==> config.mk <==
export PLATFORM = sky130hd
export DESIGN_NAME = freq_meter
export DESIGN_NICKNAME = d
export VERILOG_FILES = /design/src/rtl/freq_meter.sv
export SDC_FILE = /design/constraint.sdc
export NUM_CORES = 1
export LEC_CHECK = 0
export ABC_AREA = 1
export BUFFER_PORTS_ARGS = -buffer_cell sky130_fd_sc_hd__buf_4
export CELL_PAD_IN_SITES_DETAIL_PLACEMENT = 1
export CELL_PAD_IN_SITES_GLOBAL_PLACEMENT = 2
export CORE_ASPECT_RATIO = 0.6
export CORE_MARGIN = 2
export CORE_UTILIZATION = 35
export DETAILED_ROUTE_END_ITERATION = 7
export GPL_TIMING_DRIVEN = 0
export PLACE_DENSITY_LB_ADDON = 0.1
export SLEW_MARGIN = 30
export SYNTH_ARGS = -nofsm -noshare
export SYNTH_HDL_FRONTEND = slang
export SYNTH_SLANG_ARGS = --single-unit
export TNS_END_PERCENT = 5
==> constraint.sdc <==
create_clock -name clk -period 3.9 [get_ports clk]
set_clock_uncertainty 0.15 [all_clocks]
set_input_delay 0.975 -clock clk [delete_from_list [all_inputs] [get_ports clk]]
set_output_delay 0.975 -clock clk [all_outputs]
set_load 0.02 [all_outputs]
==> src/rtl/freq_meter.sv <==
// Gated frequency counter: counts synchronized rising edges of sig_in over GATE_CYCLES clocks.
// Optional build macro FM_BCD_EN adds a sequential binary-to-BCD converter on each published count.
module freq_meter #(
    parameter int GATE_CYCLES = 50,
    parameter int CNT_W       = 20
) (
    input  logic             clk,
    input  logic             rst,
    input  logic             en,
    input  logic             sig_in,
    output logic [CNT_W-1:0] freq_cnt,
    output logic             freq_vld,
    output logic             freq_ovf,
    output logic             busy
`ifdef FM_BCD_EN
    ,
    output logic [23:0]      freq_bcd,
    output logic             bcd_vld
`endif
);

    localparam int GATE_W = $clog2(GATE_CYCLES);
    localparam logic [GATE_W-1:0] GATE_LAST = GATE_W'(GATE_CYCLES - 1);
    localparam logic [CNT_W-1:0]  CNT_MAX   = '1;

    typedef enum logic {
        ST_IDLE,
        ST_GATE
    } state_e;

    state_e              state_q, state_d;
    logic                sync1_q, sync1_d;
    logic                sync2_q, sync2_d;
    logic                prev_q, prev_d;
    logic [GATE_W-1:0]   gate_cnt_q, gate_cnt_d;
    logic [CNT_W-1:0]    edge_cnt_q, edge_cnt_d;
    logic                sat_q, sat_d;
    logic [CNT_W-1:0]    freq_cnt_q, freq_cnt_d;
    logic                freq_ovf_q, freq_ovf_d;
    logic                freq_vld_q, freq_vld_d;

    logic                edge_det;
    logic                edge_inc;
    logic [CNT_W-1:0]    edge_nxt;
    logic                sat_nxt;

    always_comb begin
        state_d    = state_q;
        sync1_d    = sig_in;
        sync2_d    = sync1_q;
        prev_d     = sync2_q;
        gate_cnt_d = gate_cnt_q;
        edge_cnt_d = edge_cnt_q;
        sat_d      = sat_q;
        freq_cnt_d = freq_cnt_q;
        freq_ovf_d = freq_ovf_q;
        freq_vld_d = 1'b0;

        // Count including this cycle's edge, so the terminal cycle's edge lands in the closing window.
        edge_det = sync2_q & ~prev_q;
        edge_inc = edge_det && (edge_cnt_q != CNT_MAX);
        edge_nxt = edge_cnt_q + CNT_W'(edge_inc);
        sat_nxt  = sat_q | (edge_nxt == CNT_MAX);

        case (state_q)
            ST_IDLE: begin
                gate_cnt_d = '0;
                edge_cnt_d = '0;
                sat_d      = 1'b0;
                if (en) state_d = ST_GATE;
            end
            ST_GATE: begin
                if (!en) begin
                    state_d    = ST_IDLE;
                    gate_cnt_d = '0;
                    edge_cnt_d = '0;
                    sat_d      = 1'b0;
                end else if (gate_cnt_q == GATE_LAST) begin
                    freq_cnt_d = edge_nxt;
                    freq_ovf_d = sat_nxt;
                    freq_vld_d = 1'b1;
                    gate_cnt_d = '0;
                    edge_cnt_d = '0;
                    sat_d      = 1'b0;
                end else begin
                    gate_cnt_d = gate_cnt_q + GATE_W'(1);
                    edge_cnt_d = edge_nxt;
                    sat_d      = sat_nxt;
                end
            end
            default: state_d = ST_IDLE;
        endcase
    end

    always_ff @(posedge clk) begin
        if (rst) begin
            state_q    <= ST_IDLE;
            sync1_q    <= 1'b0;
            sync2_q    <= 1'b0;
            prev_q     <= 1'b0;
            gate_cnt_q <= '0;
            edge_cnt_q <= '0;
            sat_q      <= 1'b0;
            freq_cnt_q <= '0;
            freq_ovf_q <= 1'b0;
            freq_vld_q <= 1'b0;
        end else begin
            state_q    <= state_d;
            sync1_q    <= sync1_d;
            sync2_q    <= sync2_d;
            prev_q     <= prev_d;
            gate_cnt_q <= gate_cnt_d;
            edge_cnt_q <= edge_cnt_d;
            sat_q      <= sat_d;
            freq_cnt_q <= freq_cnt_d;
            freq_ovf_q <= freq_ovf_d;
            freq_vld_q <= freq_vld_d;
        end
    end

    assign freq_cnt = freq_cnt_q;
    assign freq_vld = freq_vld_q;
    assign freq_ovf = freq_ovf_q;
    assign busy     = (state_q == ST_GATE);

`ifdef FM_BCD_EN
    localparam int          CC_W    = $clog2(CNT_W + 1);
    localparam logic [31:0] BCD_MAX = 32'd999999;

    logic              conv_act_q, conv_act_d;
    logic [CC_W-1:0]   conv_cnt_q, conv_cnt_d;
    logic [CNT_W-1:0]  bin_q, bin_d;
    logic [23:0]       work_q, work_d;
    logic [23:0]       freq_bcd_q, freq_bcd_d;
    logic              bcd_vld_q, bcd_vld_d;
    logic [23:0]       adj;

    // Load on the publish edge, CNT_W shift-add-3 steps, then one cycle to present the result.
    always_comb begin
        conv_act_d = conv_act_q;
        conv_cnt_d = conv_cnt_q;
        bin_d      = bin_q;
        work_d     = work_q;
        freq_bcd_d = freq_bcd_q;
        bcd_vld_d  = 1'b0;

        adj = work_q;
        for (int i = 0; i < 6; i++) begin
            if (work_q[4*i +: 4] >= 4'd5) adj[4*i +: 4] = work_q[4*i +: 4] + 4'd3;
        end

        if (!en) begin
            conv_act_d = 1'b0;
        end else if (freq_vld_d) begin
            conv_act_d = 1'b1;
            conv_cnt_d = '0;
            work_d     = '0;
            if (CNT_W >= 20 && 32'(freq_cnt_d) > BCD_MAX) bin_d = CNT_W'(BCD_MAX);
            else bin_d = freq_cnt_d;
        end else if (conv_act_q) begin
            if (conv_cnt_q == CC_W'(CNT_W)) begin
                conv_act_d = 1'b0;
                freq_bcd_d = work_q;
                bcd_vld_d  = 1'b1;
            end else begin
                work_d     = {adj[22:0], bin_q[CNT_W-1]};
                bin_d      = bin_q << 1;
                conv_cnt_d = conv_cnt_q + CC_W'(1);
            end
        end
    end

    always_ff @(posedge clk) begin
        if (rst) begin
            conv_act_q <= 1'b0;
            conv_cnt_q <= '0;
            bin_q      <= '0;
            work_q     <= '0;
            freq_bcd_q <= '0;
            bcd_vld_q  <= 1'b0;
        end else begin
            conv_act_q <= conv_act_d;
            conv_cnt_q <= conv_cnt_d;
            bin_q      <= bin_d;
            work_q     <= work_d;
            freq_bcd_q <= freq_bcd_d;
            bcd_vld_q  <= bcd_vld_d;
        end
    end

    assign freq_bcd = freq_bcd_q;
    assign bcd_vld  = bcd_vld_q;
`endif

endmodule

==> results.txt <==
Dividing the detail-routed wire length by the instance count gives 14.7 um. The placed wire-length estimate after detailed placement came out at 5120 um. The repair_antennas step left the layout with diodes totalling 0. The number of cell rows is 23.

In the final timing run, aggregate negative setup slack is 0 ns. In the routed layout, each cell is associated on average with a via count of 4.70. The number of antenna violations at the first check in global routing is 0. Leaving out fill and tap cells, the most frequent cells in the layout are 63 x sky130_fd_sc_hd__nand2_1, 53 x sky130_fd_sc_hd__dfxtp_1, 52 x sky130_fd_sc_hd__nor2_1, 41 x sky130_fd_sc_hd__inv_1, 27 x sky130_fd_sc_hd__buf_4. The placeable core region is 6560 um^2. The data required time at the worst endpoint is 3.99 ns.

The power per standard cell area came out at 326 nW/um^2. In this run the static leakage power is 1.08 nW. The number of search-and-repair iterations in the first detailed-routing pass came out at 4. The met2 capacity usage during global routing came out at 0.247.

Leaving out fill and tap cells, the most frequent cell in the layout is sky130_fd_sc_hd__nand2_1. The initial core utilization is 0.356. The worst setup path is launched from a flip-flop. The flip-flop and latch count after synthesis is 53.

The die is 67.3 um tall. The floorplan step defined a die boundary enclosing 7370 um^2. The distinct cell type count after synthesis came out at 31. The proportion of synthesized chip area in sequential cells is 0.454. Of the total synthesized cell area, the portion taken by AND, OR, NAND and NOR gates is 0.315. The total count of max-transition violations in the final report is 0.

The TritonCTS clock tree is done. In this run, CTS created clock tree buffers numbering 5. Measured along the x axis, the die boundary spans 110 um.

The number of buffers inserted by hold repair at cts came out at 0. During synthesis, Yosys emitted a total of 0 warnings. In the global route stage, overall resource usage came out at 0.197. For met1 alone, demand over resource in global routing was 0.313. The clock tree synthesis step divided the H-tree into 2 levels. The complex-gate fraction of the synthesized area came out at 0.112. Relative to the synthesized area, the layout overhead comes to 16.7%. In this run the worst path has a maximum fanout of 6. The mux cell area share after synthesis came out at 0. Setup repair after global routing left no endpoint under its margin.

Synthesis produced a netlist with a net count of 326. The leading register cell type out of synthesis is sky130_fd_sc_hd__dfxtp_1. Setup violations remaining at the end of the flow were counted as 0.

The xor and xnor area share after synthesis came out at 0.0150. The count of flip-flops with a built-in enable after synthesis came out at 0. The clock input transition at the sequential cells of the worst setup and hold paths came out at 0.10 ns.

At the end of routability-driven placement, the weighted congestion stood at 0.831. Once the clock tree was built, the resizer swapped 0 gates to a different size. The global routing stage identified its most utilized layer as met1.

For this run, global-route usage on met3 was measured as 0.0454. By startpoint and endpoint, the worst setup path is classified as reg2reg. The flow ran to the end, and the final reports show no timing, DRC or antenna violations. The post-CTS repair timing setup buffer count came out at 0.

The worst slew margin relative to its limit came out at 0.629. The wire length after detailed routing came out at 6470 um. The number of global-route vias before repair came out at 2027. The path class of the lowest-slack min-delay path is reg2reg. The worst path arrival time is 3.07 ns. The count of pins on the block boundary is 27. In the post-synthesis netlist, the biggest area contributors are sky130_fd_sc_hd__dfxtp_1 45%, sky130_fd_sc_hd__nand2_1 10%, sky130_fd_sc_hd__nor2_1 8.3%.

For this run, asynchronously set or reset flops after synthesis account for 0. The net count of the finished layout is 359. Max-cap violations in this run came to 0.

The fraction of the mapped netlist area in adder cells is 0.0214. The pin count of the biggest net entering global routing is 17. The final routed DRC violation total is 0. The largest buffer count on any clock path came out at 2. The highest clock frequency the design can meet came out at 0.336 GHz. The cell depth of the worst flop-to-flop path came out at 18. Summing every instance area after synthesis gives 2340 um^2.

The worst hold path stage count is 2. For this block, the via count after detailed routing is 2065. The worst path setup slack after routing is 0.923 ns. The number of sinks handled by clock tree synthesis came out at 53. Clock tree synthesis selected as its root buffer the cell sky130_fd_sc_hd__clkbuf_8. Summed over all instances, the cell type with the most area after synthesis is sky130_fd_sc_hd__dfxtp_1. After technology mapping, the gate count stands at 318. In this run, the number of DRC markers left after iteration 0 of detailed routing was 97.

The dominant combinational cell family by area after synthesis is simple AND/OR/NAND/NOR gates. The worst setup slack before clock tree synthesis came out at 0.950 ns. The count of port buffers added during placement came out at 26. The final global-route overflow total came out at 0. The post-route clock period utilization came out at 0.763.

The synthesized area per cell is 7.35 um^2. The hold violation count in the final report came out at 0. The count of filler cells inserted in the layout came out at 857. Counting I/O delays and the setup requirement, the final critical path takes 2.98 ns. The peak supply drop is 0.000151 V.

At the pin with the least slew margin, the transition time is 0.557 ns. The first global-routing pass estimated 10500 um of wire. The later-pin clock latency in the skew report came out at 0.33 ns. The post-route antenna net violation count came out at 0. The fraction of layout instances using a drive strength above 1 is 0.145.

The critical path endpoint category is a flip-flop. The area share of the largest cell type after synthesis came out at 0.454.
-- layout make-up --
class / count / area, um^2 / area share
clock inverters: 2 / 13.8 / 0.00504
flip-flops and latches: 53 / 1060 / 0.389
plain buffers: 8 / 35.0 / 0.0128
inverters: 42 / 158 / 0.0578
clock buffers: 6 / 72.6 / 0.0266
repair buffers: 26 / 195 / 0.0715
well taps: 87 / 109 / 0.0399
multi-input cells: 215 / 1080 / 0.398
-- final timing paths --
kind	slack [ns]	end	start
max	0.92	freq_ovf	edge_cnt_q[7]
min	0.27	prev_d	sync1_q
max reg2reg	0.92	freq_ovf	edge_cnt_q[7]
min reg2reg	0.27	prev_d	sync1_q
-- flip-flops by register name (all words and copies together) (netlist names) --
register	flops
edge_cnt_q	20
freq_cnt	20
gate_cnt_q	6
busy	1
freq_ovf	1
freq_vld	1
prev_d	1
prev_q	1
sat_q	1
sync1_q	1
-- Yosys cell counts (4+ instances only) --
master	number
sky130_fd_sc_hd__a21oi_1	17
sky130_fd_sc_hd__o21ai_0	12
sky130_fd_sc_hd__nor2_2	4
sky130_fd_sc_hd__inv_1	41
sky130_fd_sc_hd__nor2_4	4
sky130_fd_sc_hd__nand2_2	5
sky130_fd_sc_hd__ha_1	4
sky130_fd_sc_hd__nor2_1	52
sky130_fd_sc_hd__nand3_1	17
sky130_fd_sc_hd__nand4_1	9
sky130_fd_sc_hd__dfxtp_1	53
sky130_fd_sc_hd__nand2_1	63
sky130_fd_sc_hd__o211ai_1	7
sky130_fd_sc_hd__clkbuf_1	6
-- worst max-delay path, cell delays in order (launching register included) --
cell and delay [ns]:
sky130_fd_sc_hd__dfxtp_1 0.46, sky130_fd_sc_hd__nand2_2 0.11, sky130_fd_sc_hd__nor2_4 0.20, sky130_fd_sc_hd__nor4b_1 0.28, sky130_fd_sc_hd__a311oi_1 0.15, sky130_fd_sc_hd__ha_1 0.25
sky130_fd_sc_hd__ha_1 0.26, sky130_fd_sc_hd__nand3_1 0.16, sky130_fd_sc_hd__nand2_1 0.06, sky130_fd_sc_hd__o21ai_0 0.18, sky130_fd_sc_hd__nor2_1 0.08, sky130_fd_sc_hd__nand2_1 0.14
sky130_fd_sc_hd__nor2_1 0.06, sky130_fd_sc_hd__nand2_1 0.06, sky130_fd_sc_hd__nor2_1 0.04, sky130_fd_sc_hd__nand2_1 0.07, sky130_fd_sc_hd__nand3_1 0.07, sky130_fd_sc_hd__nand2_1 0.06
sky130_fd_sc_hd__inv_1 0.03
-- logic make-up (layout without fill, tap and decap cells) --
group	after synthesis	in the layout
adder cells (fa/ha/maj)	4	4
buffers and inverters	50	84
AND/OR/NAND/NOR	163	163
XOR/XNOR	4	4
AO/OA/AOI/OAI	44	44
flip-flops	53	53
-- metrics by stage --
stage	instance area, um^2	std cells	utilization	hold slack (ns)	total power, mW
after floorplan	2340	318	-	0.238	0.565
after global placement	2640	431	0.403	0.248	0.573
after detailed placement	2640	431	0.403	0.257	0.573
after CTS	2730	439	0.416	0.273	0.901
after global routing	2730	439	0.416	0.307	0.923
final	2730	439	0.416	0.267	0.891
-- report_power, final --
group | switching, mW | internal (mW)
clock | 0.201 | 0.129
sequential | 0.00115 | 0.543
combinational | 0.0115 | 0.00510
total | 0.214 | 0.677
-- routing by layer --
| metal | up-vias | share of wire |
|---|---|---|
| met4 | 0 | 0.016 |
| met5 | - | 0 |
| met1 | 950 | 0.60 |
| met3 | 7 | 0.032 |
| li1 | 1084 | - |
| met2 | 24 | 0.36 |
(Power assumes the default switching activity.)
